[config.mk]
export PLATFORM = sky130hd
export DESIGN_NAME = encoder_8b10b_flat
export DESIGN_NICKNAME = d
export VERILOG_FILES = /design/src/rtl/encoder_8b10b_pkg.sv /design/src/rtl/encoder_8b10b_if.sv /design/src/rtl/enc_subblock.sv /design/src/rtl/encoder_8b10b.sv /design/src/flat_wrapper.sv
export SDC_FILE = /design/constraint.sdc
export NUM_CORES = 1
export LEC_CHECK = 0
export ABC_CLOCK_PERIOD_IN_PS = 20200
export CORE_MARGIN = 2
export CORE_UTILIZATION = 40
export CTS_BUF_LIST = sky130_fd_sc_hd__clkbuf_8
export DETAILED_ROUTE_END_ITERATION = 8
export HOLD_SLACK_MARGIN = 0.12
export PLACE_DENSITY = 0.65
export SLEW_MARGIN = 20
export SYNTH_ARGS = -nofsm -noshare
export SYNTH_HDL_FRONTEND = slang
export SYNTH_SLANG_ARGS = --single-unit
[constraint.sdc]
create_clock -name BitCLK_10 -period 20.2 [get_ports BitCLK_10]
set_input_delay 2.02 -clock BitCLK_10 [delete_from_list [all_inputs] [get_ports BitCLK_10]]
set_output_delay 2.02 -clock BitCLK_10 [all_outputs]
set_load 0.05 [all_outputs]
[src/rtl/encoder_8b10b_pkg.sv]
// encoder_8b10b_pkg: shared constants, code tables and K legality for the 8b/10b encoder
package encoder_8b10b_pkg;
  typedef enum logic {RD_NEG = 1'b0, RD_POS = 1'b1} rd_t;
  localparam logic [9:0] K28_5_RDN = 10'b0011111010;
  localparam logic [9:0] K28_5_RDP = 10'b1100000101;
  localparam logic [5:0] K28_6B = 6'b001111;
  localparam logic [5:0] D6B [32] = '{
    6'b100111, 6'b011101, 6'b101101, 6'b110001, 6'b110101, 6'b101001, 6'b011001, 6'b111000,
    6'b111001, 6'b100101, 6'b010101, 6'b110100, 6'b001101, 6'b101100, 6'b011100, 6'b010111,
    6'b011011, 6'b100011, 6'b010011, 6'b110010, 6'b001011, 6'b101010, 6'b011010, 6'b111010,
    6'b110011, 6'b100110, 6'b010110, 6'b110110, 6'b001110, 6'b101110, 6'b011110, 6'b101011};
  localparam logic [3:0] D4B [8] = '{
    4'b1011, 4'b1001, 4'b0101, 4'b1100, 4'b1101, 4'b1010, 4'b0110, 4'b1110};
  localparam logic [3:0] A7_4B = 4'b0111;
  localparam logic [3:0] K4B [8] = '{
    4'b1011, 4'b0110, 4'b1010, 4'b1100, 4'b1101, 4'b0101, 4'b1001, 4'b0111};
  localparam logic [7:0] LEGAL_K [12] = '{
    8'h1C, 8'h3C, 8'h5C, 8'h7C, 8'h9C, 8'hBC, 8'hDC, 8'hFC, 8'hF7, 8'hFB, 8'hFD, 8'hFE};
  function automatic logic is_legal_k(input logic [7:0] d);
    logic hit;
    hit = 1'b0;
    for (int i = 0; i < 12; i++) hit |= (d == LEGAL_K[i]);
    return hit;
  endfunction
endpackage

[src/rtl/encoder_8b10b_if.sv]
// encoder_8b10b_if: byte-in / symbol-out bundle of the 8b/10b encoder
interface encoder_8b10b_if;
  import encoder_8b10b_pkg::*;
  logic [7:0] TxParallel_8;
  logic TxDataK;
  logic TxValid;
  logic [9:0] TxParallel_10;
  rd_t RD;
  logic Code_Error;
  modport master (output TxParallel_8, TxDataK, TxValid, input TxParallel_10, RD, Code_Error);
  modport slave (input TxParallel_8, TxDataK, TxValid, output TxParallel_10, RD, Code_Error);
endinterface

[src/rtl/enc_subblock.sv]
// enc_subblock: one 5b/6b (W=6) or 3b/4b (W=4) sub-block encode with disparity tracking
module enc_subblock
  import encoder_8b10b_pkg::*;
#(
  parameter int W = 6
) (
  input  logic [7:0]   data,
  input  logic         k,
  input  rd_t          rd_in,
  output logic [W-1:0] code,
  output rd_t          rd_out
);
  localparam logic [W-1:0] HI_HALF = {{(W/2){1'b1}}, {(W/2){1'b0}}};
  logic [W-1:0] base;
  logic flip;
  if (W == 6) begin : g_6b
    logic unused_hgf;
    assign unused_hgf = ^data[7:5];
    assign base = (k && data[4:0] == 5'd28) ? K28_6B : D6B[data[4:0]];
  end else begin : g_4b
    logic a7;
    assign a7 = !k && data[7:5] == 3'd7 &&
                (rd_in == RD_POS ? data[4:0] inside {5'd11, 5'd13, 5'd14}
                                 : data[4:0] inside {5'd17, 5'd18, 5'd20});
    assign base = k ? K4B[data[7:5]] : a7 ? A7_4B : D4B[data[7:5]];
  end
  // Tables hold the RD- form; RD+ inverts unbalanced codes, the biased neutral code and all K rows
  always_comb begin
    flip = k || $countones(base) != W/2 || base == HI_HALF;
    code = (rd_in == RD_POS && flip) ? ~base : base;
    rd_out = $countones(code) > W/2 ? RD_POS :
             $countones(code) < W/2 ? RD_NEG :
             code == ~HI_HALF ? RD_POS :
             code == HI_HALF ? RD_NEG : rd_in;
  end
endmodule

[src/rtl/encoder_8b10b.sv]
// encoder_8b10b: registered 8b/10b encoder with comma on idle and illegal-K substitution
module encoder_8b10b
  import encoder_8b10b_pkg::*;
(
  input logic BitCLK_10,
  input logic Reset,
  encoder_8b10b_if.slave bus
);
  logic [5:0] c6;
  logic [3:0] c4;
  rd_t rd_6b, rd_4b, rd_q;
  logic [9:0] sym_q;
  logic err_q, err, comma;
  enc_subblock #(.W(6)) u_6b (
    .data(bus.TxParallel_8), .k(bus.TxDataK), .rd_in(rd_q), .code(c6), .rd_out(rd_6b)
  );
  enc_subblock #(.W(4)) u_4b (
    .data(bus.TxParallel_8), .k(bus.TxDataK), .rd_in(rd_6b), .code(c4), .rd_out(rd_4b)
  );
  assign err = bus.TxValid && bus.TxDataK && !is_legal_k(bus.TxParallel_8);
  assign comma = !bus.TxValid || err;
  // Symbol, running disparity and error flag advance together, one symbol per edge
  always_ff @(posedge BitCLK_10) begin
    if (Reset) begin
      sym_q <= K28_5_RDN;
      rd_q <= RD_NEG;
      err_q <= 1'b0;
    end else begin
      sym_q <= comma ? (rd_q == RD_POS ? K28_5_RDP : K28_5_RDN) : {c6, c4};
      rd_q <= comma ? rd_t'(~rd_q) : rd_4b;
      err_q <= err;
    end
  end
  assign bus.TxParallel_10 = sym_q;
  assign bus.RD = rd_q;
  assign bus.Code_Error = err_q;
endmodule
[src/flat_wrapper.sv]
// flat-port wrapper written by rule: the top's interface ports become plain ports
module encoder_8b10b_flat import encoder_8b10b_pkg::*;
  (BitCLK_10, Reset, bus_TxParallel_8, bus_TxDataK, bus_TxValid, bus_TxParallel_10, bus_RD, bus_Code_Error);
  encoder_8b10b_if bus_i ();
  input logic BitCLK_10;
  input logic Reset;
  input wire logic [$bits(bus_i.TxParallel_8)-1:0] bus_TxParallel_8;
  input wire logic [$bits(bus_i.TxDataK)-1:0] bus_TxDataK;
  input wire logic [$bits(bus_i.TxValid)-1:0] bus_TxValid;
  output wire logic [$bits(bus_i.TxParallel_10)-1:0] bus_TxParallel_10;
  output wire logic [$bits(bus_i.RD)-1:0] bus_RD;
  output wire logic [$bits(bus_i.Code_Error)-1:0] bus_Code_Error;
  assign bus_i.TxParallel_8 = bus_TxParallel_8;
  assign bus_i.TxDataK = bus_TxDataK;
  assign bus_i.TxValid = bus_TxValid;
  assign bus_TxParallel_10 = bus_i.TxParallel_10;
  assign bus_RD = bus_i.RD;
  assign bus_Code_Error = bus_i.Code_Error;
  encoder_8b10b u_core (.BitCLK_10(BitCLK_10), .Reset(Reset), .bus(bus_i));
endmodule
==> impl_metrics.csv <==
group,metric,value,unit
outcome,status,"completed",
clock_tree,clk_latency,0.24,ns
critical_path,max_stage_delay,0.95,ns
timing,tns,0,ns
floorplan,core,4320,µm²
global_route,antenna_found_initial,0,
global_route,grt_pass1_vias,1510,
synth,synth_top_cells_by_count,"21 x nand2_1, 20 x ha_1, 20 x inv_1, 20 x nor2_1",
floorplan,die_h,71.0,µm
synth,synthTopCellsByArea,"ha_1 14%, dfxtp_1 13%, fa_1 6.7%",
global_route,overflow,0,
global_route,grt_use_met3,1.57,%
power,combPwrFrac,79.5,%
clock_tree,clockBufferDepth,2,
layout,multi_input_area,1410,µm²
placed_design,io_buffers,23,
drt,wl,3970,µm
global_route,met2_usage,27.7,%
timing,report.final.slew_viol_count,0,
global_route,grt_pass1_wl,6910,µm
synth,synth_area_per_cell,7.73,µm²
placed_design,globalplace.congestion,0.825,
timing,clock_skew,0.00236,ns
synth,synth_async_sr_flop_share,0,%
synth,ys.flop_type,"dfxtp_1",
hold_path,hold_path.class,"reg2reg",
power,power_density,140,nW/µm²
job,cap_violations,0,
clock_tree,clock-sinks,12,
critical_path,worstSetupEndpointType,"flip-flop",
layout,stdcell_count,301,
drt,drcViolationCount,0,
timing,period_needed,12.12,ns
layout,nets,288,
floorplan,die_x,71.0,µm
timing,clock.fmax,0.0825,GHz
clock_tree,cts-htree-levels,1,
critical_path,worst_setup_path_start_kind,"input port",
layout,area_growth,16.0,%
timing,maxSlewHeadroom,50.2,%
global_route,met1_usage,22.9,%
clock_tree,clockRootBuffer,"clkbuf_8",
synth,synth_cells,232,
layout,insertedDiodeCount,0,
power,ir_worst_vdd,45.8,µV
synth,yosysTopAreaCellShare,13.9,%
synth,synth.most_common_cell,"nand2_1",
global_route,grt_use_total,16.6,%
drt,route.vias.total,1662,
synth,synth_area,1790,µm²
clock_tree,cts.reportedPaths.clkPinSlew,0.05,ns
drt,avgViaCountPerCell,5.52,
synth,synth_largest_area_cell,"ha_1",
critical_path,slowest_stage,"clkdlybuf4s50_1",
clock_tree,post-cts-setup-buffers,0,
clock_tree,numCtsBuffers,3,
placed_design,place_ws,7.84,ns
power,power,0.000291,W
timing,fin_crit_sh,60.0,%
critical_path,cp.arrival,12.25,ns
power,p_leak,0.869,nW
drt,drt_iter0_drc,90,
floorplan,start_util,41.5,%
layout,n_fill_cell,445,
floorplan,pin_count,24,
drt,wl_per_cell,13.2,µm
timing,rsz0062_at_grt,"no",
placed_design,dpl.cell_count,297,
timing,finalHoldViolations,0,
synth,ys_ff_latch,12,
layout,seq_area,240,µm²
floorplan,die_area,5040,µm²
power,power_switching,0.000147,W
synth,syn_nets,270,
critical_path,cp.required,20.33,ns
timing,tightest_slew,0.744,ns
synth,synth_cell_types,60,
power,p_int,0.000144,W
global_route,grt_max_degree,26,
critical_path,cp_max_fo,25,
floorplan,rows,24,
synth,yosysSeqAreaShare,13.4,%
timing,setup_ws,8.08,ns
clock_tree,postCtsHoldBufs,0,
timing,setup-violations-final,0,
power,pwr-share-clk,8.8,%
drt,drtAntennaViolNets,0,
drt,first_pass_iters,4,
clock_tree,cts_resized,0,
layout,fin_area,2080,µm²
synth,synth_edf_count,0,
global_route,top_usage_layer,"met2",
critical_path,criticalPathCategory,"in2reg",
power,swShare,50.5,%
synth,yosys_warnings,0,
clock_tree,tritoncts,"yes",
placed_design,dp_hpwl,3200,µm
layout,drive_gt1_share,7.23,%
power,seq_power_share,11.7,%
placed_design,dpl-instance-area,2030,µm²
==> per-stage QoR <==
step	util, %	hold WS [ns]
detailed placement	46.8	0.744
floorplan	-	0.870
global placement	46.8	0.759
finish	48.1	0.761
global route	48.1	0.816
CTS	48.1	0.760
==> layout by cell type, fill, tap and decap left out, types with 3 or more instances in the layout <==
master / instances
a211o_1: 3
a211oi_1: 7
a21oi_1: 12
a31oi_1: 3
clkbuf_8: 4
clkdlybuf4s50_1: 23
dfxtp_1: 12
fa_1: 6
ha_1: 20
inv_1: 20
nand2_1: 21
nand2b_1: 8
nand3_1: 5
nand4_1: 8
nor2_1: 20
nor2b_1: 3
nor3_1: 4
nor4_1: 3
o21ai_0: 6
o21ai_1: 3
or2_2: 3
xnor2_1: 8
==> flip-flops by register name, summed over array words and instances, names as in the netlist <==
signal and flops:
u_core.bus.TxParallel_10 10, u_core.bus.Code_Error 1, u_core.bus.RD 1
==> path summary, 6_finish.rpt <==
path                                                    end  depth (start not counted)  slack (ns)           startpoint
worst max-delay path                          u_core.bus.RD                         45        8.08  bus_TxParallel_8[3]
worst min-delay path            u_core.bus.TxParallel_10[7]                          3        0.76        u_core.bus.RD
worst max register to register                u_core.bus.RD                         31       13.21        u_core.bus.RD
worst min register to register  u_core.bus.TxParallel_10[7]                          3        0.76        u_core.bus.RD
==> power groups by stage <==
stage / combinational, W / sequential [W] / clock (W)
final: 0.000232 / 0.0000340 / 0.0000256
after global routing: 0.000261 / 0.0000348 / 0.0000275
after CTS: 0.000233 / 0.0000342 / 0.0000263
after detailed placement: 0.000231 / 0.0000346 / 0
after global placement: 0.000227 / 0.0000344 / 0
after floorplan: 0.000158 / 0.0000568 / 0
==> logic make-up (layout without fill, tap and decap cells) <==
| logic type | Yosys count | count (layout) | synth area share, % |
|---|---|---|---|
| simple gates | 90 | 90 | 27.4 |
| compound gates | 62 | 62 | 25.1 |
| buf+inv | 31 | 48 | 7.95 |
| fa+ha+maj | 26 | 26 | 20.6 |
| flops | 12 | 12 | 13.4 |
| xor+xnor | 9 | 9 | 4.39 |
| mux | 2 | 2 | 1.12 |
==> critical path, delay by kind of cell <==
kind | cells | cell delay, ns
xor gates and xnor gates | 1 | 0.16
and+or+nand+nor | 11 | 1.45
adders and majority gates | 14 | 4.55
buffers and inverters | 10 | 1.59
AOI/OAI and AO/OA | 9 | 2.49
==> routing by layer <==
metal	vias up	wire length (µm)
li1	871	-
met1	754	1960
met2	33	1860
met3	4	113
met4	0	31
met5	-	0
==> cell type report <==
class / count / share of cell area, %
Tap cell: 52 / 3.13
Multi-Input combinational cell: 189 / 67.8
Sequential cell: 12 / 11.5
Timing Repair Buffer: 23 / 11.1
Clock buffer: 4 / 2.65
Inverter: 21 / 3.79
Note: power is estimated with default switching activity, not from simulation.
